`src/rtl/debounce_pkg.sv`:
```
// Shared types and constants for the multi-channel switch debouncer.
package debounce_pkg;

  typedef enum logic [1:0] {
    IDLE_LO = 2'd0,
    CHK_HI  = 2'd1,
    IDLE_HI = 2'd2,
    CHK_LO  = 2'd3
  } deb_state_t;

  localparam int unsigned MIN_CHANNELS      = 1;
  localparam int unsigned MAX_CHANNELS      = 32;
  localparam int unsigned MIN_STABLE_CYCLES = 2;
  localparam int unsigned MIN_SYNC_STAGES   = 2;
  localparam int unsigned MAX_SYNC_STAGES   = 4;

  // Counter must be able to hold STABLE_CYCLES without wrapping.
  function automatic int unsigned cnt_width(input int unsigned stable_cycles);
    return $clog2(stable_cycles + 1);
  endfunction

endpackage

```
`src/rtl/debounce_channel.sv`:
```
// One debounced channel: synchroniser, stability counter and four-state FSM.
// Optional rise/fall strobes are built when DEBOUNCE_EDGE_PULSE_EN is defined.
module debounce_channel
  import debounce_pkg::*;
#(
  parameter int unsigned STABLE_CYCLES = 2_000_000,
  parameter int unsigned SYNC_STAGES   = 2,
  parameter logic        INIT_LEVEL    = 1'b0
) (
  input  logic clk,
  input  logic reset_n,
  input  logic noisy,
`ifdef DEBOUNCE_EDGE_PULSE_EN
  output logic rise,
  output logic fall,
`endif
  output logic debounced
);

  localparam int unsigned CW = cnt_width(STABLE_CYCLES);
  localparam logic [CW-1:0] CNT_LAST = CW'(STABLE_CYCLES - 1);
  localparam logic [CW-1:0] CNT_ONE  = CW'(1);
  localparam deb_state_t RST_STATE = INIT_LEVEL ? IDLE_HI : IDLE_LO;

  logic [SYNC_STAGES-1:0] sync_q;
  logic                   sync;
  deb_state_t             state_q, state_d;
  logic [CW-1:0]          cnt_q, cnt_d;

  // Metastability synchroniser; oldest stage feeds the FSM.
  always_ff @(posedge clk or negedge reset_n) begin
    if (!reset_n) begin
      sync_q <= {SYNC_STAGES{INIT_LEVEL}};
    end else begin
      sync_q <= {sync_q[SYNC_STAGES-2:0], noisy};
    end
  end

  assign sync = sync_q[SYNC_STAGES-1];

  always_ff @(posedge clk or negedge reset_n) begin
    if (!reset_n) begin
      state_q   <= RST_STATE;
      cnt_q     <= '0;
      debounced <= INIT_LEVEL;
    end else begin
      state_q   <= state_d;
      cnt_q     <= cnt_d;
      debounced <= (state_d == IDLE_HI) || (state_d == CHK_LO);
    end
  end

  always_comb begin
    state_d = state_q;
    cnt_d   = cnt_q;
    case (state_q)
      IDLE_LO: begin
        if (sync) begin
          state_d = CHK_HI;
          cnt_d   = CNT_ONE;
        end
      end
      CHK_HI: begin
        if (!sync) begin
          state_d = IDLE_LO;
          cnt_d   = '0;
        end else if (cnt_q == CNT_LAST) begin
          state_d = IDLE_HI;
          cnt_d   = '0;
        end else begin
          cnt_d = cnt_q + CNT_ONE;
        end
      end
      IDLE_HI: begin
        if (!sync) begin
          state_d = CHK_LO;
          cnt_d   = CNT_ONE;
        end
      end
      CHK_LO: begin
        if (sync) begin
          state_d = IDLE_HI;
          cnt_d   = '0;
        end else if (cnt_q == CNT_LAST) begin
          state_d = IDLE_LO;
          cnt_d   = '0;
        end else begin
          cnt_d = cnt_q + CNT_ONE;
        end
      end
      default: begin
        state_d = RST_STATE;
        cnt_d   = '0;
      end
    endcase
  end

`ifdef DEBOUNCE_EDGE_PULSE_EN
  // Strobes fire only on a qualified transition, in step with debounced.
  always_ff @(posedge clk or negedge reset_n) begin
    if (!reset_n) begin
      rise <= 1'b0;
      fall <= 1'b0;
    end else begin
      rise <= (state_q == CHK_HI) && (state_d == IDLE_HI);
      fall <= (state_q == CHK_LO) && (state_d == IDLE_LO);
    end
  end
`endif

endmodule

```
`src/rtl/debounce_multi.sv`:
```
// Multi-channel switch debouncer: CHANNELS independent debounce_channel slices.
// Define DEBOUNCE_EDGE_PULSE_EN to add the rise/fall strobe ports.
module debounce_multi
  import debounce_pkg::*;
#(
  parameter int unsigned CHANNELS      = 4,
  parameter int unsigned STABLE_CYCLES = 2_000_000,
  parameter int unsigned SYNC_STAGES   = 2,
  parameter logic        INIT_LEVEL    = 1'b0
) (
  input  logic                clk,
  input  logic                reset_n,
  input  logic [CHANNELS-1:0] noisy,
`ifdef DEBOUNCE_EDGE_PULSE_EN
  output logic [CHANNELS-1:0] rise,
  output logic [CHANNELS-1:0] fall,
`endif
  output logic [CHANNELS-1:0] debounced
);

  // Reject illegal configurations at elaboration.
  if (CHANNELS < MIN_CHANNELS || CHANNELS > MAX_CHANNELS) begin : g_bad_channels
    $error("debounce_multi: CHANNELS must be in 1..32");
  end
  if (STABLE_CYCLES < MIN_STABLE_CYCLES) begin : g_bad_stable
    $error("debounce_multi: STABLE_CYCLES must be at least 2");
  end
  if (SYNC_STAGES < MIN_SYNC_STAGES || SYNC_STAGES > MAX_SYNC_STAGES) begin : g_bad_sync
    $error("debounce_multi: SYNC_STAGES must be in 2..4");
  end

  for (genvar i = 0; i < int'(CHANNELS); i++) begin : g_ch
    debounce_channel #(
      .STABLE_CYCLES (STABLE_CYCLES),
      .SYNC_STAGES   (SYNC_STAGES),
      .INIT_LEVEL    (INIT_LEVEL)
    ) u_channel (
      .clk       (clk),
      .reset_n   (reset_n),
      .noisy     (noisy[i]),
`ifdef DEBOUNCE_EDGE_PULSE_EN
      .rise      (rise[i]),
      .fall      (fall[i]),
`endif
      .debounced (debounced[i])
    );
  end

endmodule

```
`config.mk`:
```
export PLATFORM = sky130hd
export DESIGN_NAME = debounce_multi
export DESIGN_NICKNAME = d
export VERILOG_FILES = /design/src/rtl/debounce_pkg.sv /design/src/rtl/debounce_channel.sv /design/src/rtl/debounce_multi.sv
export SDC_FILE = /design/constraint.sdc
export NUM_CORES = 1
export LEC_CHECK = 0
export CAP_MARGIN = 20
export CELL_PAD_IN_SITES_DETAIL_PLACEMENT = 1
export CELL_PAD_IN_SITES_GLOBAL_PLACEMENT = 1
export CORE_AREA = 3 3 126 128
export CTS_CLUSTER_SIZE = 30
export DETAILED_ROUTE_END_ITERATION = 10
export DIE_AREA = 0 0 129 131
export HOLD_SLACK_MARGIN = 0.1
export PLACE_DENSITY = 0.7
export REMOVE_ABC_BUFFERS = 1
export SLEW_MARGIN = 20
export SYNTH_ARGS = -nofsm -noshare
export SYNTH_HDL_FRONTEND = slang
export SYNTH_HIERARCHICAL = 1
export SYNTH_SLANG_ARGS = --single-unit
```
`constraint.sdc`:
```
create_clock -name clk -period 2.1 [get_ports clk]
set_input_delay 0.315 -clock clk [delete_from_list [all_inputs] [get_ports clk]]
set_output_delay 0.315 -clock clk [all_outputs]
set_load 0.05 [all_outputs]
```
==> impl_metrics.prom, run 1 <==
# TYPE chip_impl_metric gauge
chip_impl_info{name="outcome",value="finished, final reports clean"} 1
chip_impl_metric{name="placed_cells_incl_taps",unit=""} 825
chip_impl_metric{name="power_per_cell_area",unit="mW/mm2"} 647
chip_impl_metric{name="grt_pass1_wl",unit="um"} 25000
chip_impl_metric{name="synth_cell_types",unit=""} 41
chip_impl_info{name="synth_commonest_cells",value="sky130_fd_sc_hd__dfrtp_1 (104), sky130_fd_sc_hd__nand2_1 (70), sky130_fd_sc_hd__a21oi_1 (59)"} 1
chip_impl_metric{name="finalMaxSlewViolations",unit=""} 0
chip_impl_info{name="synth_top_area_cell",value="sky130_fd_sc_hd__dfrtp_1"} 1
chip_impl_metric{name="final_worst_path_period_share",unit="%"} 97.2
chip_impl_metric{name="hold_viol_final",unit=""} 0
chip_impl_metric{name="syn-mean-instance-area",unit="um2"} 9.63
chip_impl_metric{name="die_height",unit="um"} 131
chip_impl_metric{name="max-clock-path-buffers",unit=""} 2
chip_impl_metric{name="numPortBuffers",unit=""} 9
chip_impl_metric{name="detailedRoute.firstIterationViolations",unit=""} 192
chip_impl_metric{name="cts-htree-levels",unit=""} 3
chip_impl_metric{name="yosysWarnings",unit=""} 6
chip_impl_metric{name="power",unit="uW"} 4410
chip_impl_info{name="clock_tree_from_tritoncts",value="done"} 1
chip_impl_info{name="hp_class",value="flop to flop"} 1
chip_impl_metric{name="n_antenna_cell",unit=""} 0
chip_impl_metric{name="initial_core_utilization",unit="%"} 37.2
chip_impl_metric{name="floorplan.io_pins",unit=""} 10
chip_impl_metric{name="tns_setup",unit="ps"} 0
chip_impl_metric{name="synthesis.instances",unit=""} 579
chip_impl_metric{name="postSynth.asyncResetShare",unit="%"} 100
chip_impl_metric{name="worstPathRequired",unit="ps"} 2350
chip_impl_metric{name="post_synthesis_cell_area",unit="mm2"} 0.00558
chip_impl_metric{name="finalClockSkew",unit="ps"} 7.92
chip_impl_metric{name="leakage",unit="uW"} 0.00303
chip_impl_metric{name="wire_per_inst",unit="um"} 17.0
chip_impl_metric{name="arrival",unit="ps"} 2290
chip_impl_metric{name="max_stage_delay",unit="ps"} 510
chip_impl_info{name="cp-end-kind",value="flop"} 1
chip_impl_metric{name="power.internal",unit="uW"} 3170
chip_impl_metric{name="numCtsBuffers",unit=""} 9
chip_impl_metric{name="synth_enable_flop_cells",unit=""} 0
chip_impl_metric{name="tightestPinTransition",unit="ps"} 1050
chip_impl_metric{name="fmax",unit="MHz"} 490
chip_impl_metric{name="place_hpwl",unit="um"} 10200
chip_impl_info{name="grt_setup_unrepaired",value="true"} 1
chip_impl_metric{name="core-area",unit="mm2"} 0.0150
chip_impl_metric{name="drive_gt1_share",unit="%"} 21.7
chip_impl_metric{name="antenna_found_initial",unit=""} 0
chip_impl_info{name="category_of_the_critical_setup_timing_path",value="flop to flop"} 1
chip_impl_metric{name="global_route.overflow_total",unit=""} 0
chip_impl_metric{name="synth_seq_area_share",unit="%"} 46.7
chip_impl_metric{name="overall_track_demand_over_capacity_in_global_routing",unit="%"} 18.3
chip_impl_metric{name="critical_path_peak_fanout",unit=""} 5
chip_impl_metric{name="routed_wl",unit="um"} 14500
chip_impl_metric{name="clk_pin_slew",unit="ps"} 80
chip_impl_info{name="cts-root-buf",value="sky130_fd_sc_hd__clkbuf_16"} 1
chip_impl_metric{name="drt-vias-per-instance",unit=""} 5.64
chip_impl_metric{name="power_frac_seq",unit="%"} 49.2
chip_impl_metric{name="post-route-util",unit="%"} 45.5
chip_impl_metric{name="synth_seq_cells",unit=""} 104
chip_impl_metric{name="fill_cells",unit=""} 1714
chip_impl_metric{name="grt_max_degree",unit=""} 41
chip_impl_metric{name="net_load_switching_power",unit="uW"} 1240
chip_impl_metric{name="switching_share",unit="%"} 28.0
chip_impl_metric{name="worst_slew_margin_rel",unit="%"} 29.9
chip_impl_metric{name="period_needed",unit="ps"} 2040
chip_impl_info{name="crit_path_start_kind",value="flop"} 1
chip_impl_metric{name="later_pin_clock_latency_in_the_skew_report",unit="ps"} 360
chip_impl_metric{name="tritoncts_num_sinks",unit=""} 104
chip_impl_metric{name="netlist.area_leader.share",unit="%"} 46.7
chip_impl_metric{name="route.antenna.remaining_nets",unit=""} 0
chip_impl_metric{name="max-cap-violations",unit=""} 0
chip_impl_info{name="cpLargestDelayFamily",value="simple AND/OR/NAND/NOR gates"} 1
chip_impl_metric{name="die_area",unit="mm2"} 0.0169
chip_impl_metric{name="globalplace.congestion",unit=""} 0.785
chip_impl_metric{name="dieWidth",unit="um"} 129
chip_impl_metric{name="p_comb_share",unit="%"} 12.6
chip_impl_info{name="cell_with_the_most_instances_after_synthesis",value="sky130_fd_sc_hd__dfrtp_1"} 1
chip_impl_metric{name="drc_errors",unit=""} 0
chip_impl_info{name="dominantRegCellSynth",value="sky130_fd_sc_hd__dfrtp_1"} 1
chip_impl_metric{name="post_layout_nonfiller_instances",unit=""} 855
chip_impl_metric{name="worst_path_bufs_invs",unit=""} 1
chip_impl_info{name="synthTopCellsByArea",value="sky130_fd_sc_hd__dfrtp_1 (47%), sky130_fd_sc_hd__a21oi_1 (5.3%), sky130_fd_sc_hd__nand2_1 (4.7%), sky130_fd_sc_hd__a31oi_1 (4.3%), sky130_fd_sc_hd__nand3_1 (3.8%)"} 1
chip_impl_metric{name="vdd_drop_max",unit="mV"} 0.372
chip_impl_metric{name="syn2layout_area_growth",unit="%"} 22.1
chip_impl_metric{name="timing.final.setup_violations",unit=""} 0
chip_impl_info{name="critPathSlowestCell",value="sky130_fd_sc_hd__or4b_4"} 1
chip_impl_metric{name="p_clk_share",unit="%"} 38.2
chip_impl_metric{name="fin_nets",unit=""} 672
chip_impl_metric{name="routed-via-count",unit=""} 4824
chip_impl_info{name="critical_path_cell_sequence",value="or4b_4 -> nor4_4 -> buf_4 -> nand3_1 -> mux2_2"} 1
chip_impl_metric{name="row_count",unit=""} 45
chip_impl_metric{name="drt-pass1-iter-count",unit=""} 4
chip_impl_metric{name="number_of_global_route_vias_before_repair",unit=""} 4995
[cells by family after synthesis]
logic type / after synthesis / share of synthesized area, %
and+or+nand+nor: 237 / 24.7
AOI/OAI and AO/OA: 163 / 18.1
DFF: 104 / 46.7
buffers and inverters: 37 / 3.61
muxes: 25 / 4.67
xor gates and xnor gates: 9 / 1.41
adders and majority gates: 4 / 0.897
[power by group through the flow]
stage | Combinational, uW | Clock [uW] | Sequential [uW]
2_1_floorplan | 209 | 0 | 2240
3_3_place_gp | 510 | 0 | 2200
3_5_place_dp | 535 | 0 | 2210
4_1_cts | 541 | 1730 | 2170
5_1_grt | 619 | 1840 | 2180
6_report | 553 | 1680 | 2170
[timing repair]
item                       4_1_cts  5_1_grt
hold buffers                     1        0
gates cloned                     0        1
gates resized for setup          5        6
setup buffers                    0       12
hold endpoints to repair        34        0
pin swaps                        0        6
setup endpoints to repair       57       21
[through the flow]
step	hold WS, ps	area, um2	setup WS, ps
after floorplan	19.4	5410	-63.2
after global placement	319	6340	-105
after detailed placement	324	6340	-220
after CTS	366	6670	11.0
after global routing	367	6810	-20.2
final	360	6810	58.6
[cell usage in the layout, fill, tap and decap left out, types with 4 or more instances in the layout]
master                              n
sky130_fd_sc_hd__dfrtp_1          102
sky130_fd_sc_hd__buf_4             87
sky130_fd_sc_hd__nand2_1           70
sky130_fd_sc_hd__a21oi_1           58
sky130_fd_sc_hd__nand3_1           42
sky130_fd_sc_hd__a31oi_1           38
sky130_fd_sc_hd__nor2_1            34
sky130_fd_sc_hd__nand4_1           26
sky130_fd_sc_hd__o21ai_0           21
sky130_fd_sc_hd__mux2i_1           17
sky130_fd_sc_hd__a22o_1            16
sky130_fd_sc_hd__and3_1            12
sky130_fd_sc_hd__clkbuf_16          9
sky130_fd_sc_hd__nor4_4             9
sky130_fd_sc_hd__inv_1              9
sky130_fd_sc_hd__a21o_1             9
sky130_fd_sc_hd__mux2_2             8
sky130_fd_sc_hd__clkdlybuf4s50_1    8
sky130_fd_sc_hd__nor3_1             7
sky130_fd_sc_hd__nand2b_1           7
sky130_fd_sc_hd__a41oi_1            5
sky130_fd_sc_hd__xnor2_1            5
sky130_fd_sc_hd__xor2_1             4
sky130_fd_sc_hd__or4b_4             4
sky130_fd_sc_hd__a21oi_4            4
sky130_fd_sc_hd__and4_1             4
sky130_fd_sc_hd__and2_1             4
sky130_fd_sc_hd__o21ai_1            4
sky130_fd_sc_hd__ha_1               4
[state kept, by name (all words and copies together), names as in the netlist]
register and count:
g_ch.u_channel/state_q 8, g_ch.u_channel/cnt_q 84, g_ch.u_channel/sync_q 8, g_ch.u_channel/debounced 4
[per-layer routing]
metal | share of wire (%) | up-vias | global-route usage, %
met4 | 1.6 | 0 | 6.92
met1 | 46 | 2448 | 24.0
met5 | 0 | - | 0
met2 | 50 | 39 | 30.9
met3 | 1.7 | 13 | 2.68
li1 | - | 2324 | -
[final timing paths]
path | to | slack [ps] | cells after the start | start
min | g_ch[3].u_channel/sync_q[1] | 360 | 0 | g_ch[3].u_channel/sync_q[0]
max | g_ch[1].u_channel/state_q[1] | 60 | 5 | g_ch[1].u_channel/cnt_q[14]
min in group asynchronous | g_ch[1].u_channel/debounced | 470 | 2 | reset_n
max in group asynchronous | g_ch[0].u_channel/cnt_q[14] | 1030 | 3 | reset_n
min reg2reg | g_ch[3].u_channel/sync_q[1] | 360 | 0 | g_ch[3].u_channel/sync_q[0]
max reg2reg | g_ch[1].u_channel/state_q[1] | 60 | 5 | g_ch[1].u_channel/cnt_q[14]
[final cells by class]
cell class	instances	area [um2]	share of cell area, %
clock inverters	7	66.3	0.973
multi-input cells	439	2840	41.7
well taps	188	235	3.45
repair buffers	99	803	11.8
inverters	9	33.8	0.496
flip-flops and latches	104	2610	38.2
clock buffers	9	225	3.31
Power figures use the tool's default switching activity.
==> run 2, diff against run 1 <==
--- a/config.mk
+++ b/config.mk
@@ -12,6 +12,7 @@
 export CTS_CLUSTER_SIZE = 30
 export DETAILED_ROUTE_END_ITERATION = 10
 export DIE_AREA = 0 0 129 131
+export GPL_ROUTABILITY_DRIVEN = 0
 export HOLD_SLACK_MARGIN = 0.1
 export PLACE_DENSITY = 0.7
 export REMOVE_ABC_BUFFERS = 1
==> constraint.sdc (replaced) <==
create_clock -name clk -period 1.9 [get_ports clk]
set_input_delay 0.285 -clock clk [delete_from_list [all_inputs] [get_ports clk]]
set_output_delay 0.285 -clock clk [all_outputs]
set_load 0.05 [all_outputs]
==> run 2 against run 1 <==
Critical endpoint is now g_ch[3].u_channel/cnt_q[11]; power up 19%; count of clock-buffer cells in the layout increased by 2; the flow now finishes with violations (negative setup slack); cell area is 13% higher; flip-flop and latch count unchanged; sequential share of layout area is 4.4 points lower; worst hold slack got worse by 8.9 ps; via count increased by 9.0%; wire length is 18% higher; utilization increased by 5.8 points; final cell count rose by 6.2%.
==> impl_metrics.prom, run 2 (synthesis results as in run 1) <==
# TYPE chip_impl_metric gauge
chip_impl_info{name="outcome",value="finished, violations left"} 1
chip_impl_info{name="violations",value="negative setup slack"} 1
chip_impl_info{name="highest_layer",value="met4"} 1
chip_impl_metric{name="grt_max_degree",unit=""} 105
chip_impl_metric{name="drc_errors",unit=""} 0
chip_impl_metric{name="wirelength_met1",unit="um"} 7450
chip_impl_info{name="reg2reg_to",value="g_ch[3].u_channel/cnt_q[11]"} 1
chip_impl_info{name="min_from",value="g_ch[0].u_channel/sync_q[0]"} 1
chip_impl_metric{name="post_route_hold_slack",unit="ps"} 351
chip_impl_metric{name="clk_pin_slew",unit="ps"} 70
chip_impl_metric{name="place_hpwl",unit="um"} 9970
chip_impl_metric{name="numPortBuffers",unit=""} 9
chip_impl_metric{name="period_needed",unit="ps"} 1970
chip_impl_metric{name="drt-vias-per-instance",unit=""} 5.79
chip_impl_metric{name="max-cap-violations",unit=""} 0
chip_impl_metric{name="tns_setup",unit="ps"} -418
chip_impl_metric{name="grt_pass1_wl",unit="um"} 27100
chip_impl_metric{name="initial_core_utilization",unit="%"} 37.2
chip_impl_info{name="mostFrequentLayoutCells",value="sky130_fd_sc_hd__buf_4 (106), sky130_fd_sc_hd__dfrtp_1 (104), sky130_fd_sc_hd__nand2_1 (70)"} 1
chip_impl_metric{name="worst_slack",unit="ps"} -71.8
chip_impl_metric{name="min_path_cells",unit=""} 0
chip_impl_metric{name="routed-wl-met3",unit="um"} 378
chip_impl_info{name="timing.hold.worst_endpoint",value="g_ch[0].u_channel/sync_q[1]"} 1
chip_impl_metric{name="route.antenna.remaining_nets",unit=""} 0
chip_impl_metric{name="power_per_cell_area",unit="mW/mm2"} 681
chip_impl_metric{name="fin_nets",unit=""} 725
chip_impl_info{name="cts-root-buf",value="sky130_fd_sc_hd__clkbuf_16"} 1
chip_impl_metric{name="worst_slew_margin_rel",unit="%"} 49.2
chip_impl_metric{name="global_route.overflow_total",unit=""} 0
chip_impl_info{name="regs_by_ff_count",value="g_ch.u_channel/cnt_q: 84 flops, g_ch.u_channel/state_q: 8 flops, g_ch.u_channel/sync_q: 8 flops"} 1
chip_impl_metric{name="numCtsBuffers",unit=""} 9
chip_impl_metric{name="dieWidth",unit="um"} 129
chip_impl_info{name="cp-end-kind",value="flop"} 1
chip_impl_metric{name="max-clock-path-buffers",unit=""} 2
chip_impl_metric{name="row_count",unit=""} 45
chip_impl_metric{name="die_area",unit="mm2"} 0.0169
chip_impl_metric{name="critical_path_peak_fanout",unit=""} 5
chip_impl_metric{name="arrival",unit="ps"} 2220
chip_impl_metric{name="r2r_slack",unit="ps"} -70
chip_impl_info{name="clock_tree_from_tritoncts",value="done"} 1
chip_impl_metric{name="worstPathRequired",unit="ps"} 2150
chip_impl_metric{name="route.met2.wl",unit="um"} 8920
chip_impl_metric{name="routed_wl",unit="um"} 17200
chip_impl_metric{name="routed-via-count",unit=""} 5260
chip_impl_metric{name="vdd_drop_max",unit="mV"} 0.533
chip_impl_metric{name="syn2layout_area_growth",unit="%"} 37.8
chip_impl_metric{name="register_area",unit="mm2"} 0.00260
chip_impl_metric{name="tightestPinTransition",unit="ps"} 761
chip_impl_metric{name="fill_cells",unit=""} 1665
chip_impl_metric{name="reg2reg_depth",unit=""} 6
chip_impl_metric{name="tritoncts_num_sinks",unit=""} 104
chip_impl_metric{name="max_ffs_per_register",unit=""} 84
chip_impl_metric{name="floorplan.io_pins",unit=""} 10
chip_impl_metric{name="number_of_global_route_vias_before_repair",unit=""} 5540
chip_impl_metric{name="antenna_found_initial",unit=""} 0
chip_impl_metric{name="power",unit="uW"} 5240
chip_impl_metric{name="drive_gt1_share",unit="%"} 35.4
chip_impl_metric{name="final_worst_path_period_share",unit="%"} 104
chip_impl_info{name="regMostFlops",value="g_ch.u_channel/cnt_q"} 1
chip_impl_metric{name="finalMaxSlewViolations",unit=""} 0
chip_impl_metric{name="finalClockSkew",unit="ps"} 3.50
chip_impl_metric{name="hold_viol_final",unit=""} 0
chip_impl_metric{name="die_height",unit="um"} 131
chip_impl_metric{name="later_pin_clock_latency_in_the_skew_report",unit="ps"} 360
chip_impl_metric{name="fmax",unit="MHz"} 507
chip_impl_info{name="final_common_cell",value="sky130_fd_sc_hd__buf_4"} 1
chip_impl_metric{name="detailedRoute.firstIterationViolations",unit=""} 262
chip_impl_info{name="regToRegStartpoint",value="g_ch[3].u_channel/cnt_q[8]"} 1
chip_impl_metric{name="leakage",unit="uW"} 0.00338
chip_impl_metric{name="wire_per_inst",unit="um"} 18.9
chip_impl_metric{name="timing.final.setup_violations",unit=""} 19
chip_impl_info{name="crit_start",value="g_ch[3].u_channel/cnt_q[8]"} 1
chip_impl_metric{name="overall_track_demand_over_capacity_in_global_routing",unit="%"} 20.0
chip_impl_info{name="category_of_the_critical_setup_timing_path",value="flop to flop"} 1
chip_impl_metric{name="core-area",unit="mm2"} 0.0150
chip_impl_info{name="grt_setup_unrepaired",value="true"} 1
chip_impl_info{name="crit_path_start_kind",value="flop"} 1
chip_impl_metric{name="drt-pass1-iter-count",unit=""} 4
chip_impl_metric{name="multi_input_area",unit="mm2"} 0.00325
chip_impl_metric{name="n_antenna_cell",unit=""} 0
chip_impl_metric{name="cts-htree-levels",unit=""} 3
chip_impl_info{name="hp_class",value="flop to flop"} 1
## run 2: changes by cell type in the layout (fill, tap and decap cells not counted), moves of 7 or more
cell / delta
sky130_fd_sc_hd__a21oi_2: +30
sky130_fd_sc_hd__a21oi_1: -31
sky130_fd_sc_hd__a21oi_4: +7
sky130_fd_sc_hd__buf_6: +28
sky130_fd_sc_hd__buf_4: +19
sky130_fd_sc_hd__o21ai_0: -7
## run 2: worst max-delay path, stage by stage, from the launching register on
cell	delay (ps)
sky130_fd_sc_hd__dfrtp_1	390
sky130_fd_sc_hd__or4b_4	560
sky130_fd_sc_hd__nor4_4	250
sky130_fd_sc_hd__a21oi_4	140
sky130_fd_sc_hd__buf_6	160
sky130_fd_sc_hd__a21o_1	170
sky130_fd_sc_hd__a22o_1	200
## run 2: stage by stage
stage          utilization (%)  std cells  setup slack (ps)  cell area, um2
2_1_floorplan                -        551              -263            5410
3_3_place_gp              43.6        853              -202            6530
3_5_place_dp              43.6        853              -300            6530
4_1_cts                   48.4        889             -80.5            7250
5_1_grt                   51.3        908              -136            7690
6_report                  51.3        908             -71.8            7690
## run 2: how the worst max path moves through the flow
stage / depth (start not counted) / slack [ps] / to
floorplan: 6 / -260 / g_ch[3].u_channel/cnt_q[5]
global placement: 7 / -200 / g_ch[0].u_channel/cnt_q[8]
finish: 6 / -70 / g_ch[3].u_channel/cnt_q[11]
global route: 6 / -140 / g_ch[3].u_channel/cnt_q[11]
CTS: 6 / -80 / g_ch[1].u_channel/debounced
detailed placement: 7 / -300 / g_ch[0].u_channel/cnt_q[20]
## run 2: layout make-up
class,count,area share [%]
inverters,9,0.440
clock inverters,5,1.04
clock buffers,11,3.16
repair buffers,146,16.1
multi-input cells,445,42.3
well taps,188,3.06
flip-flops and latches,104,33.9
## run 2: per-layer routing
metal | global-route usage [%] | vias up
met5 | 0 | -
met4 | 8.83 | 0
met3 | 2.72 | 38
met2 | 35.4 | 82
met1 | 24.5 | 2683
li1 | - | 2457
## run 2: what timing repair did
item	4_1_cts	5_1_grt
hold buffers	1	0
hold endpoints to repair	104	0
cloned	6	3
buffers inserted	14	18
resized for setup	47	76
pin swaps	22	38
endpoints found under the setup margin	67	79
## run 2: report_power, final
group / switching [uW] / internal [uW]
Clock: 876 / 1190
Sequential: 92.8 / 2320
Combinational: 429 / 334
==> run 3, diff against run 2 <==
==> constraint.sdc (replaced) <==
create_clock -name clk -period 1.85 [get_ports clk]
set_input_delay 0.2775 -clock clk [delete_from_list [all_inputs] [get_ports clk]]
set_output_delay 0.2775 -clock clk [all_outputs]
set_load 0.05 [all_outputs]
==> run 3 against run 2 <==
Critical path type unchanged; first-iteration DRC count down 14%; critical path depth unchanged; highest routed layer unchanged; critical endpoint is now g_ch[3].u_channel/cnt_q[10]; utilization rose by 2.5 points; the run still ends with negative setup slack left; wire length rose by 5.5%; power up 1.4%; sequential share of layout area fell by 1.5 points; sequential power grew 2%; worst setup slack lost 30 ps; register-to-register slack got worse by 30 ps.
==> impl_metrics.prom, run 3 (synthesis results as in run 1) <==
# TYPE chip_impl_metric gauge
chip_impl_metric{name="max_stage_delay",unit="ps"} 550
chip_impl_metric{name="row_count",unit=""} 45
chip_impl_info{name="regs_by_ff_count",value="g_ch.u_channel/cnt_q: 84 flops, g_ch.u_channel/state_q: 8 flops, g_ch.u_channel/sync_q: 8 flops"} 1
chip_impl_info{name="outcome",value="finished, violations left"} 1
chip_impl_metric{name="leakage",unit="uW"} 0.00354
chip_impl_info{name="critPathSlowestCell",value="sky130_fd_sc_hd__or4b_4"} 1
chip_impl_metric{name="cts-htree-levels",unit=""} 3
chip_impl_metric{name="dieWidth",unit="um"} 129
chip_impl_info{name="critical_path_cell_sequence",value="or4b_4 -> nor4_4 -> buf_4 -> a21oi_4 -> a21o_1 -> a22o_1"} 1
chip_impl_metric{name="global_route.overflow_total",unit=""} 0
chip_impl_metric{name="drt-vias-per-instance",unit=""} 5.76
chip_impl_metric{name="initial_core_utilization",unit="%"} 37.2
chip_impl_metric{name="finalClockSkew",unit="ps"} 7.05
chip_impl_metric{name="drc_errors",unit=""} 0
chip_impl_metric{name="post-place-ws",unit="ps"} -241
chip_impl_metric{name="timing.final.setup_violations",unit=""} 52
chip_impl_metric{name="drt-pass1-iter-count",unit=""} 4
chip_impl_metric{name="post_route_hold_slack",unit="ps"} 316
chip_impl_info{name="clock_tree_from_tritoncts",value="done"} 1
chip_impl_metric{name="finalMaxSlewViolations",unit=""} 0
chip_impl_metric{name="routed_wl",unit="um"} 18100
chip_impl_metric{name="p_comb_share",unit="%"} 16.4
chip_impl_info{name="category_of_the_critical_setup_timing_path",value="flop to flop"} 1
chip_impl_metric{name="clk_pin_slew",unit="ps"} 70
chip_impl_metric{name="tightestPinTransition",unit="ps"} 726
chip_impl_metric{name="final_worst_path_period_share",unit="%"} 105
chip_impl_info{name="final_common_cell",value="sky130_fd_sc_hd__buf_4"} 1
chip_impl_info{name="cts-root-buf",value="sky130_fd_sc_hd__clkbuf_16"} 1
chip_impl_metric{name="route.antenna.remaining_nets",unit=""} 0
chip_impl_metric{name="p_clk_share",unit="%"} 37.3
chip_impl_info{name="crit_start",value="g_ch[3].u_channel/cnt_q[8]"} 1
chip_impl_info{name="regToRegStartpoint",value="g_ch[3].u_channel/cnt_q[8]"} 1
chip_impl_metric{name="vdd_drop_max",unit="mV"} 0.525
chip_impl_metric{name="worst_slack",unit="ps"} -101
chip_impl_metric{name="detailedRoute.firstIterationViolations",unit=""} 226
chip_impl_metric{name="tns_setup",unit="ps"} -2370
chip_impl_metric{name="switching_share",unit="%"} 27.4
chip_impl_info{name="hp_class",value="input pin to asynchronous set/reset pin"} 1
chip_impl_metric{name="grt_pass1_wl",unit="um"} 28600
chip_impl_info{name="crit_path_start_kind",value="flop"} 1
chip_impl_metric{name="number_of_global_route_vias_before_repair",unit=""} 5717
chip_impl_metric{name="net_load_switching_power",unit="uW"} 1450
chip_impl_metric{name="routed-via-count",unit=""} 5331
chip_impl_metric{name="power_per_cell_area",unit="mW/mm2"} 659
chip_impl_metric{name="numPortBuffers",unit=""} 9
chip_impl_metric{name="fmax",unit="MHz"} 512
chip_impl_metric{name="fin_nets",unit=""} 744
chip_impl_metric{name="tritoncts_num_sinks",unit=""} 104
chip_impl_metric{name="power.internal",unit="uW"} 3860
chip_impl_metric{name="floorplan.io_pins",unit=""} 10
chip_impl_metric{name="arrival",unit="ps"} 2200
chip_impl_metric{name="max_ffs_per_register",unit=""} 84
chip_impl_info{name="mostFrequentLayoutCells",value="sky130_fd_sc_hd__buf_4 (121), sky130_fd_sc_hd__dfrtp_1 (104), sky130_fd_sc_hd__nand2_1 (66)"} 1
chip_impl_metric{name="die_height",unit="um"} 131
chip_impl_metric{name="power_frac_seq",unit="%"} 46.3
chip_impl_metric{name="drive_gt1_share",unit="%"} 41.9
chip_impl_metric{name="overall_track_demand_over_capacity_in_global_routing",unit="%"} 21.2
chip_impl_metric{name="worstPathRequired",unit="ps"} 2100
chip_impl_info{name="regMostFlops",value="g_ch.u_channel/cnt_q"} 1
chip_impl_metric{name="hold_viol_final",unit=""} 0
chip_impl_metric{name="place_hpwl",unit="um"} 10900
chip_impl_metric{name="numCtsBuffers",unit=""} 9
chip_impl_metric{name="core-area",unit="mm2"} 0.0150
chip_impl_metric{name="wire_per_inst",unit="um"} 19.6
chip_impl_metric{name="worst_slew_margin_rel",unit="%"} 51.6
chip_impl_metric{name="period_needed",unit="ps"} 1950
chip_impl_metric{name="antenna_found_initial",unit=""} 0
chip_impl_metric{name="post-route-util",unit="%"} 53.8
chip_impl_metric{name="die_area",unit="mm2"} 0.0169
chip_impl_metric{name="max-cap-violations",unit=""} 0
chip_impl_metric{name="grt_max_degree",unit=""} 62
chip_impl_metric{name="max-clock-path-buffers",unit=""} 2
chip_impl_metric{name="later_pin_clock_latency_in_the_skew_report",unit="ps"} 360
chip_impl_info{name="violations",value="negative setup slack"} 1
chip_impl_metric{name="n_antenna_cell",unit=""} 0
chip_impl_info{name="grt_setup_unrepaired",value="true"} 1
chip_impl_metric{name="syn2layout_area_growth",unit="%"} 44.4
chip_impl_metric{name="critical_path_peak_fanout",unit=""} 7
chip_impl_info{name="cp-end-kind",value="flop"} 1
## run 3: path summary, 6_finish.rpt
check	to	slack, ps	cells after the start
setup / recovery	g_ch[3].u_channel/cnt_q[10]	-100	6
hold / removal	g_ch[1].u_channel/cnt_q[5]	320	2
setup reg to reg	g_ch[3].u_channel/cnt_q[10]	-100	6
hold reg to reg	g_ch[0].u_channel/sync_q[1]	350	0
max in group asynchronous	g_ch[0].u_channel/cnt_q[16]	850	3
min in group clk	g_ch[1].u_channel/sync_q[0]	350	1
## run 3: per-stage QoR
stage | area (um2) | power (uW) | std cells
global placement | 6690 | 3130 | 870
detailed placement | 6690 | 3180 | 870
CTS | 7590 | 5260 | 906
floorplan | 5410 | 2780 | 551
global route | 8050 | 5540 | 926
finish | 8050 | 5310 | 926
## run 3: cell type report
class                           instances  area (um2)
Sequential cell                       104        2600
Timing Repair Buffer                  168        1450
Multi-Input combinational cell        442        3430
Tap cell                              188         235
Inverter                                9        33.8
Clock inverter                          4        52.6
Fill cell                            1616        6920
Clock buffer                           11         243
## run 3: layer usage
metal	up-vias	routed length [um]	GRT usage, %
met5	-	0	0
met4	0	431	8.59
met3	33	356	2.80
met2	73	9590	38.4
met1	2752	7750	25.5
li1	2473	-	-
## run 3: critical path, delay by kind of cell (launching register included)
kind	cells	cell delay [ps]
compound gates	3	440
simple gates	2	830
flops	1	390
buf+inv	1	190
## run 3: power groups by stage
stage	sequential [uW]	clock [uW]	combinational (uW)
floorplan	2540	0	237
finish	2460	1980	869
global route	2470	2120	946
global placement	2490	0	644
CTS	2450	2010	804
detailed placement	2490	0	689
## run 3: what timing repair did
action	4_1_cts	5_1_grt
pin swaps	37	43
setup endpoints to repair	83	92
gates resized for setup	103	76
endpoints found under the hold margin	22	0
hold buffers	1	0
gates cloned	5	0
setup buffers	15	20
